$ cat src/rtl/lz4_copy_controller_if.sv
// Token-parser and output-buffer signal bundle for lz4_copy_controller.
// slave = controller view, master = parser/buffer (environment) view.
interface lz4_copy_controller_if #(
    parameter int WORD_SIZE    = 8,
    parameter int ADDRESS_SIZE = 4,
    parameter int LEN_SIZE     = 16
);
    logic                    lit_valid;
    logic [WORD_SIZE-1:0]    lit_data;
    logic                    lit_ready;
    logic                    match_valid;
    logic [ADDRESS_SIZE-1:0] match_offset;
    logic [LEN_SIZE-1:0]     match_length;
    logic                    match_ready;
    logic [ADDRESS_SIZE-1:0] buf_address_r;
    logic [ADDRESS_SIZE-1:0] buf_address_w;
    logic                    buf_write;
    logic [WORD_SIZE-1:0]    buf_data_in;
    logic [WORD_SIZE-1:0]    buf_data_out;

    modport slave (
        input  lit_valid, lit_data, match_valid, match_offset, match_length, buf_data_out,
        output lit_ready, match_ready, buf_address_r, buf_address_w, buf_write, buf_data_in
    );

    modport master (
        output lit_valid, lit_data, match_valid, match_offset, match_length, buf_data_out,
        input  lit_ready, match_ready, buf_address_r, buf_address_w, buf_write, buf_data_in
    );
endinterface

$ cat src/rtl/lz4_copy_controller.sv
// LZ4 output-buffer sequencer: writes literals, expands matches by read-back/re-write.
// Optional LZ4_OUT_STREAM_EN mirrors every buffer write onto out_valid_o/out_data_o.
module lz4_copy_controller #(
    parameter int WORD_SIZE    = 8,
    parameter int ADDRESS_SIZE = 4,
    parameter int LEN_SIZE     = 16
) (
    input  logic                    clk_i,
    input  logic                    reset_i,
    lz4_copy_controller_if.slave    bus_if,
    output logic [ADDRESS_SIZE-1:0] wr_ptr_o,
    output logic                    busy_o,
`ifdef LZ4_OUT_STREAM_EN
    output logic                    out_valid_o,
    output logic [WORD_SIZE-1:0]    out_data_o,
`endif
    output logic                    err_offset_o
);
    typedef enum logic [1:0] {IDLE, COPY_RD, COPY_WR} state_t;

    state_t                  state_q;
    logic [ADDRESS_SIZE-1:0] wr_ptr_q;
    logic [ADDRESS_SIZE-1:0] src_q;
    logic [LEN_SIZE-1:0]     remaining_q;
    logic                    err_offset_q;

    logic [ADDRESS_SIZE-1:0] src_d;
    logic                    idle;

    assign idle  = (state_q == IDLE);
    assign src_d = wr_ptr_q - bus_if.match_offset;

    always_ff @(posedge clk_i) begin
        if (reset_i) begin
            state_q      <= IDLE;
            wr_ptr_q     <= '0;
            src_q        <= '0;
            remaining_q  <= '0;
            err_offset_q <= 1'b0;
        end else begin
            case (state_q)
                IDLE: begin
                    if (bus_if.lit_valid) begin
                        wr_ptr_q <= wr_ptr_q + ADDRESS_SIZE'(1);
                    end else if (bus_if.match_valid) begin
                        src_q       <= src_d;
                        remaining_q <= bus_if.match_length;
                        if (bus_if.match_offset == '0)
                            err_offset_q <= 1'b1;
                        // zero-length or zero-offset commands are consumed with no writes
                        if (bus_if.match_offset != '0 && bus_if.match_length != '0)
                            state_q <= COPY_RD;
                    end
                end
                COPY_RD: state_q <= COPY_WR;
                COPY_WR: begin
                    wr_ptr_q    <= wr_ptr_q + ADDRESS_SIZE'(1);
                    src_q       <= src_q + ADDRESS_SIZE'(1);
                    remaining_q <= remaining_q - LEN_SIZE'(1);
                    state_q     <= (remaining_q > LEN_SIZE'(1)) ? COPY_RD : IDLE;
                end
                default: state_q <= IDLE;
            endcase
        end
    end

    // Write data comes straight from the registered RAM output of the preceding COPY_RD.
    always_comb begin
        bus_if.lit_ready   = 1'b0;
        bus_if.match_ready = 1'b0;
        bus_if.buf_write   = 1'b0;
        bus_if.buf_data_in = bus_if.buf_data_out;
        if (idle)
            bus_if.buf_data_in = bus_if.lit_data;
        if (!reset_i) begin
            bus_if.lit_ready   = idle;
            bus_if.match_ready = idle && !bus_if.lit_valid;
            bus_if.buf_write   = (idle && bus_if.lit_valid) || (state_q == COPY_WR);
        end
    end

    assign bus_if.buf_address_r = src_q;
    assign bus_if.buf_address_w = wr_ptr_q;
    assign wr_ptr_o             = wr_ptr_q;
    assign busy_o               = !idle;
    assign err_offset_o         = err_offset_q;

`ifdef LZ4_OUT_STREAM_EN
    assign out_valid_o = bus_if.buf_write;
    assign out_data_o  = bus_if.buf_data_in;
`endif
endmodule
$ cat src/flat_wrapper.sv
// flat-port wrapper written by rule: the top's interface ports become plain ports
module lz4_copy_controller_flat 
#(
    parameter int WORD_SIZE    = 8,
    parameter int ADDRESS_SIZE = 4,
    parameter int LEN_SIZE     = 16
)
  (clk_i, reset_i, wr_ptr_o, busy_o, err_offset_o, bus_if_lit_valid, bus_if_lit_data, bus_if_match_valid, bus_if_match_offset, bus_if_match_length, bus_if_buf_data_out, bus_if_lit_ready, bus_if_match_ready, bus_if_buf_address_r, bus_if_buf_address_w, bus_if_buf_write, bus_if_buf_data_in);
  lz4_copy_controller_if #(.WORD_SIZE(WORD_SIZE), .ADDRESS_SIZE(ADDRESS_SIZE), .LEN_SIZE(LEN_SIZE)) bus_if_i ();
  input  logic clk_i;
  input  logic reset_i;
  output logic [ADDRESS_SIZE-1:0] wr_ptr_o;
  output logic busy_o;
  output logic err_offset_o;
  input wire logic [$bits(bus_if_i.lit_valid)-1:0] bus_if_lit_valid;
  input wire logic [$bits(bus_if_i.lit_data)-1:0] bus_if_lit_data;
  input wire logic [$bits(bus_if_i.match_valid)-1:0] bus_if_match_valid;
  input wire logic [$bits(bus_if_i.match_offset)-1:0] bus_if_match_offset;
  input wire logic [$bits(bus_if_i.match_length)-1:0] bus_if_match_length;
  input wire logic [$bits(bus_if_i.buf_data_out)-1:0] bus_if_buf_data_out;
  output wire logic [$bits(bus_if_i.lit_ready)-1:0] bus_if_lit_ready;
  output wire logic [$bits(bus_if_i.match_ready)-1:0] bus_if_match_ready;
  output wire logic [$bits(bus_if_i.buf_address_r)-1:0] bus_if_buf_address_r;
  output wire logic [$bits(bus_if_i.buf_address_w)-1:0] bus_if_buf_address_w;
  output wire logic [$bits(bus_if_i.buf_write)-1:0] bus_if_buf_write;
  output wire logic [$bits(bus_if_i.buf_data_in)-1:0] bus_if_buf_data_in;
  assign bus_if_i.lit_valid = bus_if_lit_valid;
  assign bus_if_i.lit_data = bus_if_lit_data;
  assign bus_if_i.match_valid = bus_if_match_valid;
  assign bus_if_i.match_offset = bus_if_match_offset;
  assign bus_if_i.match_length = bus_if_match_length;
  assign bus_if_i.buf_data_out = bus_if_buf_data_out;
  assign bus_if_lit_ready = bus_if_i.lit_ready;
  assign bus_if_match_ready = bus_if_i.match_ready;
  assign bus_if_buf_address_r = bus_if_i.buf_address_r;
  assign bus_if_buf_address_w = bus_if_i.buf_address_w;
  assign bus_if_buf_write = bus_if_i.buf_write;
  assign bus_if_buf_data_in = bus_if_i.buf_data_in;
  lz4_copy_controller #(.WORD_SIZE(WORD_SIZE), .ADDRESS_SIZE(ADDRESS_SIZE), .LEN_SIZE(LEN_SIZE)) u_core (.clk_i(clk_i), .reset_i(reset_i), .bus_if(bus_if_i), .wr_ptr_o(wr_ptr_o), .busy_o(busy_o), .err_offset_o(err_offset_o));
endmodule
$ cat config.mk
export PLATFORM = sky130hd
export DESIGN_NAME = lz4_copy_controller_flat
export DESIGN_NICKNAME = d
export VERILOG_FILES = /design/src/rtl/lz4_copy_controller_if.sv /design/src/rtl/lz4_copy_controller.sv /design/src/flat_wrapper.sv
export SDC_FILE = /design/constraint.sdc
export NUM_CORES = 1
export LEC_CHECK = 0
export ABC_AREA = 0
export CAP_MARGIN = 10
export CORE_MARGIN = 2
export CORE_UTILIZATION = 42
export CTS_BUF_LIST = sky130_fd_sc_hd__clkbuf_4
export CTS_CLUSTER_SIZE = 28
export DETAILED_ROUTE_END_ITERATION = 7
export PLACE_DENSITY = 0.78
export SYNTH_ARGS = -nofsm -noshare
export SYNTH_HDL_FRONTEND = slang
export SYNTH_SLANG_ARGS = --single-unit
$ cat constraint.sdc
create_clock -name clk_i -period 2.1 [get_ports clk_i]
set_input_delay 0.42 -clock clk_i [delete_from_list [all_inputs] [get_ports clk_i]]
set_output_delay 0.42 -clock clk_i [all_outputs]
set_load 0.01 [all_outputs]
After elaboration in Yosys (flattened, before gate mapping)
Cells that the tools add are included.

Register bits after elaboration: 27. Input port bits: 40. Logic and storage cells: 49.

Muxes and demuxes: 17. Eq/ne operators: 6. Add/sub/neg operators: 4. Bitwise operators: 1. Reduce and logical (&&, ||, !) cells: 15. $lt $le $gt $ge: 1.

Operator list (number): $mux 16 (2); $pmux 16 s2 (1); $gt 16x1->1 const B (1); $pmux 4 s2 (2); $reduce_bool 16->1 (1); $sub 16x1->16 const B (1); $mux 4 (3); $add 4x1->4 const B (2); $mux 8 (1); $ne 2x2->1 const B (4); $mux 2 (3); $pmux 2 s3 (1); $reduce_and 3->1 (2); $logic_not 4->1 (1); $mux 1 (4); $reduce_and 4->1 (1); $reduce_bool 4->1 (1); $sub 4x4->4 (1); $logic_and 1x1->1 (3); $eq 2x1->1 const B (1); $eq 2x2->1 const B (1); $logic_not 1->1 (2); $logic_not 2->1 (1); $reduce_and 2->1 (1); other kinds (3) (3).

Depth between registers and ports, before layout
Depth after elaboration: 6. Gate-level depth with buffers: 7.

Worst setup path after synthesis
Ideal clock, no wire load.

Path type: reg2reg. Start point: register u_core.remaining_q[0]. End point: register u_core.remaining_q[14]. Buffers on the path: 1. Period minus slack after synthesis: 2164 ps. Stages on the path, launching flop included: 8. Data required time: 2038 ps. Slack: -64 ps. Arrival: 2102 ps. Library setup time: 62 ps. Cell sequence: dfxtp_1 inv_1 ha_1 or4b_1 buf_2 or4_4 or4_1 nand3_1.

Word-level cells in the longest chain between the ends: 2.

Ends and longest elaborated chain: start: declaration (line lz4_copy_controller.sv:24) `logic [LEN_SIZE-1:0] remaining_q;`; start signal: assignment (line lz4_copy_controller.sv:47) `remaining_q <= bus_if.match_length;`; start signal: assignment (line lz4_copy_controller.sv:59) `remaining_q <= remaining_q - LEN_SIZE'(1);`; $sub 16x1->16 (line lz4_copy_controller.sv:59); $pmux 16 s2 (line lz4_copy_controller.sv:41) `case (state_q)`.

No other way between the ends. A chain may end at the register's enable or synchronous reset.

Worst setup path in the final report
Start point: register u_core.remaining_q[1]. End point: register u_core.remaining_q[14].

The elaborated chain is that of the path after synthesis.

==> results.py <==
metrics = {
    "outcome": {
        "status": "finished with violations",
        "failed_checks": "negative setup slack",
    },
    "timing": {
        "rsz0062_at_grt": "true",
        "tightest_slew_ns": 0.481,
        "fin_tns_setup_ns": -0.0398,
        "slew_viol_final": 0,
        "setup_violations": 1,
        "worst_clock_skew_ns": 0.00995,
        "period_share_pct": 102,
        "slew_headroom_pct": 67.9,
        "hold_viol": 0,
        "period_minus_slack_ns": 2.14,
        "fin_ws_ns": -0.0398,
        "clock.fmax_mhz": 467,
    },
    "placement": {
        "place_area_um2": 2700,
        "hpwl_um": 4140,
        "numPortBuffers": 64,
        "dpl.cell_count": 363,
        "gp_routability_congestion": 0.861,
    },
    "critical_path": {
        "critPathLaunch": "u_core.remaining_q[1]$_SDFFE_PP0P_",
        "reg2reg_slack_ns": -0.04,
        "cp-start-kind": "flip-flop",
        "cp-end-kind": "flip-flop",
        "max_stage_delay_ns": 0.50,
        "crit_chain": "inv_1, ha_2, or4b_4, or4_4, or4_1, nand3_1",
        "r2r_start": "u_core.remaining_q[1]$_SDFFE_PP0P_",
        "crit_family": "simple AND/OR/NAND/NOR gates",
        "cp_data_required_time_ns": 2.39,
        "crit_arrival_ns": 2.43,
        "critPathSlowestCell": "or4_4",
        "crit_buf_inv": 1,
        "reg2reg_to": "u_core.remaining_q[14]$_SDFFE_PP0P_",
        "critPathKind": "reg -> reg",
        "worst-r2r-cell-count": 6,
        "path_max_fanout": 2,
    },
    "synth": {
        "synth_edf_count": 0,
        "yosysSeqAreaShare_pct": 28.8,
        "yosys.area.top_type": "dfxtp_1",
        "synth-adder-area-share_pct": 5.73,
        "synth_top_family_by_area": "simple AND/OR/NAND/NOR gates",
        "synth_warnings": 0,
        "yosysTopAreaCellShare_pct": 28.8,
        "yosys.cell_types.count": 53,
        "synth_xor_area_share_pct": 2.80,
        "syn_inst": 238,
        "ys_async_sr_fraction_pct": 0,
        "syn_nets": 286,
        "syn_avg_cell_area_um2": 7.90,
        "synth_top_cells_by_area": "dfxtp_1 (29%), a21oi_1 (5.6%), mux2_2 (4.8%)",
        "synthSimpleGateAreaFrac_pct": 27.4,
        "netlist_area_um2": 1880,
        "synthMuxAreaShare_pct": 4.79,
        "synth_compound_gate_area_share_pct": 23.7,
        "ys.flop_type": "dfxtp_1",
        "ys_seq_elements": 27,
    },
    "layout": {
        "final_cells": 369,
        "final_cell_mix": "clkdlybuf4s50_1 (53), buf_4 (27), dfxtp_1 (25)",
        "fillers": 396,
        "drive_above_1_share_pct": 17.7,
        "n_antenna_cell": 0,
        "finalNetCount": 366,
        "syn2layout_area_growth_pct": 45.8,
        "design_area_um2": 2740,
        "final_common_cell": "clkdlybuf4s50_1",
    },
    "floorplanning": {
        "rows": 24,
        "start_util_pct": 43.5,
        "dieArea_um2": 5030,
        "core_um2": 4320,
        "num_io_pins": 65,
        "die_x_um": 70.9,
        "fp.dieH_um": 70.9,
    },
    "global_routing": {
        "grt_max_degree": 25,
        "grt_pass1_wl_um": 9110,
        "grt.total_usage_pct": 22.4,
        "overflow": 0,
        "antenna_found_initial": 0,
        "grt_pass1_vias": 1979,
    },
    "route": {
        "viasPerCell": 5.75,
        "drt_wl_total_um": 5650,
        "antenna_left": 0,
        "first_pass_iters": 4,
        "first_iter_violations": 181,
        "wl_per_cell_um": 15.3,
        "drc": 0,
        "via_count": 2120,
    },
    "clocking": {
        "numCtsBuffers": 3,
        "cts.sinks": 27,
        "htreeDepth": 1,
        "cts_root_buffer": "clkbuf_4",
        "postCtsHoldBufs": 0,
        "cts_buffer_depth": 2,
        "clock_latency_ns": 0.34,
        "clk_pin_slew_ns": 0.16,
        "cts_tree": "yes",
    },
    "power_and_ir_drop": {
        "power_density_nw_per_um2": 505,
        "power_w": 0.00138,
        "irDropWorstVdd_mv": 0.312,
        "power.leakage_nw": 1.10,
    },
    "min_path": {
        "hold_end": "u_core.err_offset_o$_SDFFE_PP0P_",
        "hold_start": "u_core.err_offset_o$_SDFFE_PP0P_",
        "hold_depth": 1,
        "hp-class": "reg -> reg",
    },
    "flow_run": {
        "drv_cap": 0,
    },
}
-- routing by layer --
layer  track usage (%)  share of wire [%]  vias up
li1                  -                  -     1041
met2              37.3                 47       98
met1              29.5                 43      971
met5                 0                  0        -
met3              4.70                8.1       10
met4              6.29                1.6        0
-- metrics by stage --
step / util [%] / hold slack, ns / setup slack, ns
finish: 63.4 / 0.498 / -0.0398
global route: 63.4 / 0.532 / -0.0777
floorplan: - / 0.453 / -0.0595
CTS: 63.2 / 0.498 / -0.0260
global placement: 62.4 / 0.445 / -0.0654
detailed placement: 62.4 / 0.460 / -0.132
-- cell usage after synthesis, types with 3 or more instances --
cell type / count
a21oi_1: 21
o21ai_0: 12
inv_1: 10
and3_1: 3
nor3_1: 10
a2bb2oi_1: 3
nor2b_1: 3
nand2b_1: 4
nor4_1: 9
or3_1: 3
nand4_1: 4
a211oi_1: 4
o31ai_1: 3
or2_2: 4
mux2_2: 8
a31oi_1: 5
nand3_1: 4
buf_4: 4
nand2_1: 14
ha_1: 7
dfxtp_1: 27
nor2_1: 20
or4_1: 4
xor2_1: 4
clkbuf_1: 12
-- kinds of logic (layout without fill, tap and decap cells) --
group,Yosys count,count (layout)
AND/OR/NAND/NOR,93,93
AO/OA/AOI/OAI,68,68
buffers and inverters,28,107
flip-flops,27,27
adder cells (fa/ha/maj),8,8
multiplexers,8,8
XOR/XNOR,6,6
-- repair_timing --
item | CTS | global route
endpoints found under the hold margin | 0 | 0
buffers inserted | 1 | 0
endpoints found under the setup margin | 11 | 3
resized for setup | 14 | 5
gates cloned | 0 | 1
-- flip-flops by register name (all words and copies together), names as in the netlist --
name,count
u_core.err_offset_o,1
u_core.remaining_q,16
u_core.bus_if.buf_address_r,4
u_core.bus_if.buf_address_w,4
u_core.state_q,2
-- worst max path at each step --
stage	to	slack, ns	depth (start not counted)
floorplan	u_core.remaining_q[14]$_SDFFE_PP0P_	-0.06	7
detailed placement	u_core.bus_if.buf_address_r[3]$_SDFFE_PP0P_	-0.13	7
finish	u_core.remaining_q[14]$_SDFFE_PP0P_	-0.04	6
CTS	u_core.remaining_q[14]$_SDFFE_PP0P_	-0.03	6
global placement	u_core.bus_if.buf_address_r[3]$_SDFFE_PP0P_	-0.07	7
global route	u_core.remaining_q[14]$_SDFFE_PP0P_	-0.08	6
-- cell type report --
type	instances	area (µm²)	area share (%)
repair buffers	93	846	30.9
multi-input cells	183	1220	44.5
inverters	10	37.5	1.37
clock buffers	4	30.0	1.10
flip-flops and latches	27	543	19.8
well taps	52	65.1	2.37
-- power breakdown --
group / leakage (nW) / switching [W] / internal, W
clock: 0.0184 / 0.000169 / 0.0000877
combinational: 0.863 / 0.000250 / 0.000290
sequential: 0.222 / 0.0000371 / 0.000549
Note: power is estimated with default switching activity, not from simulation.
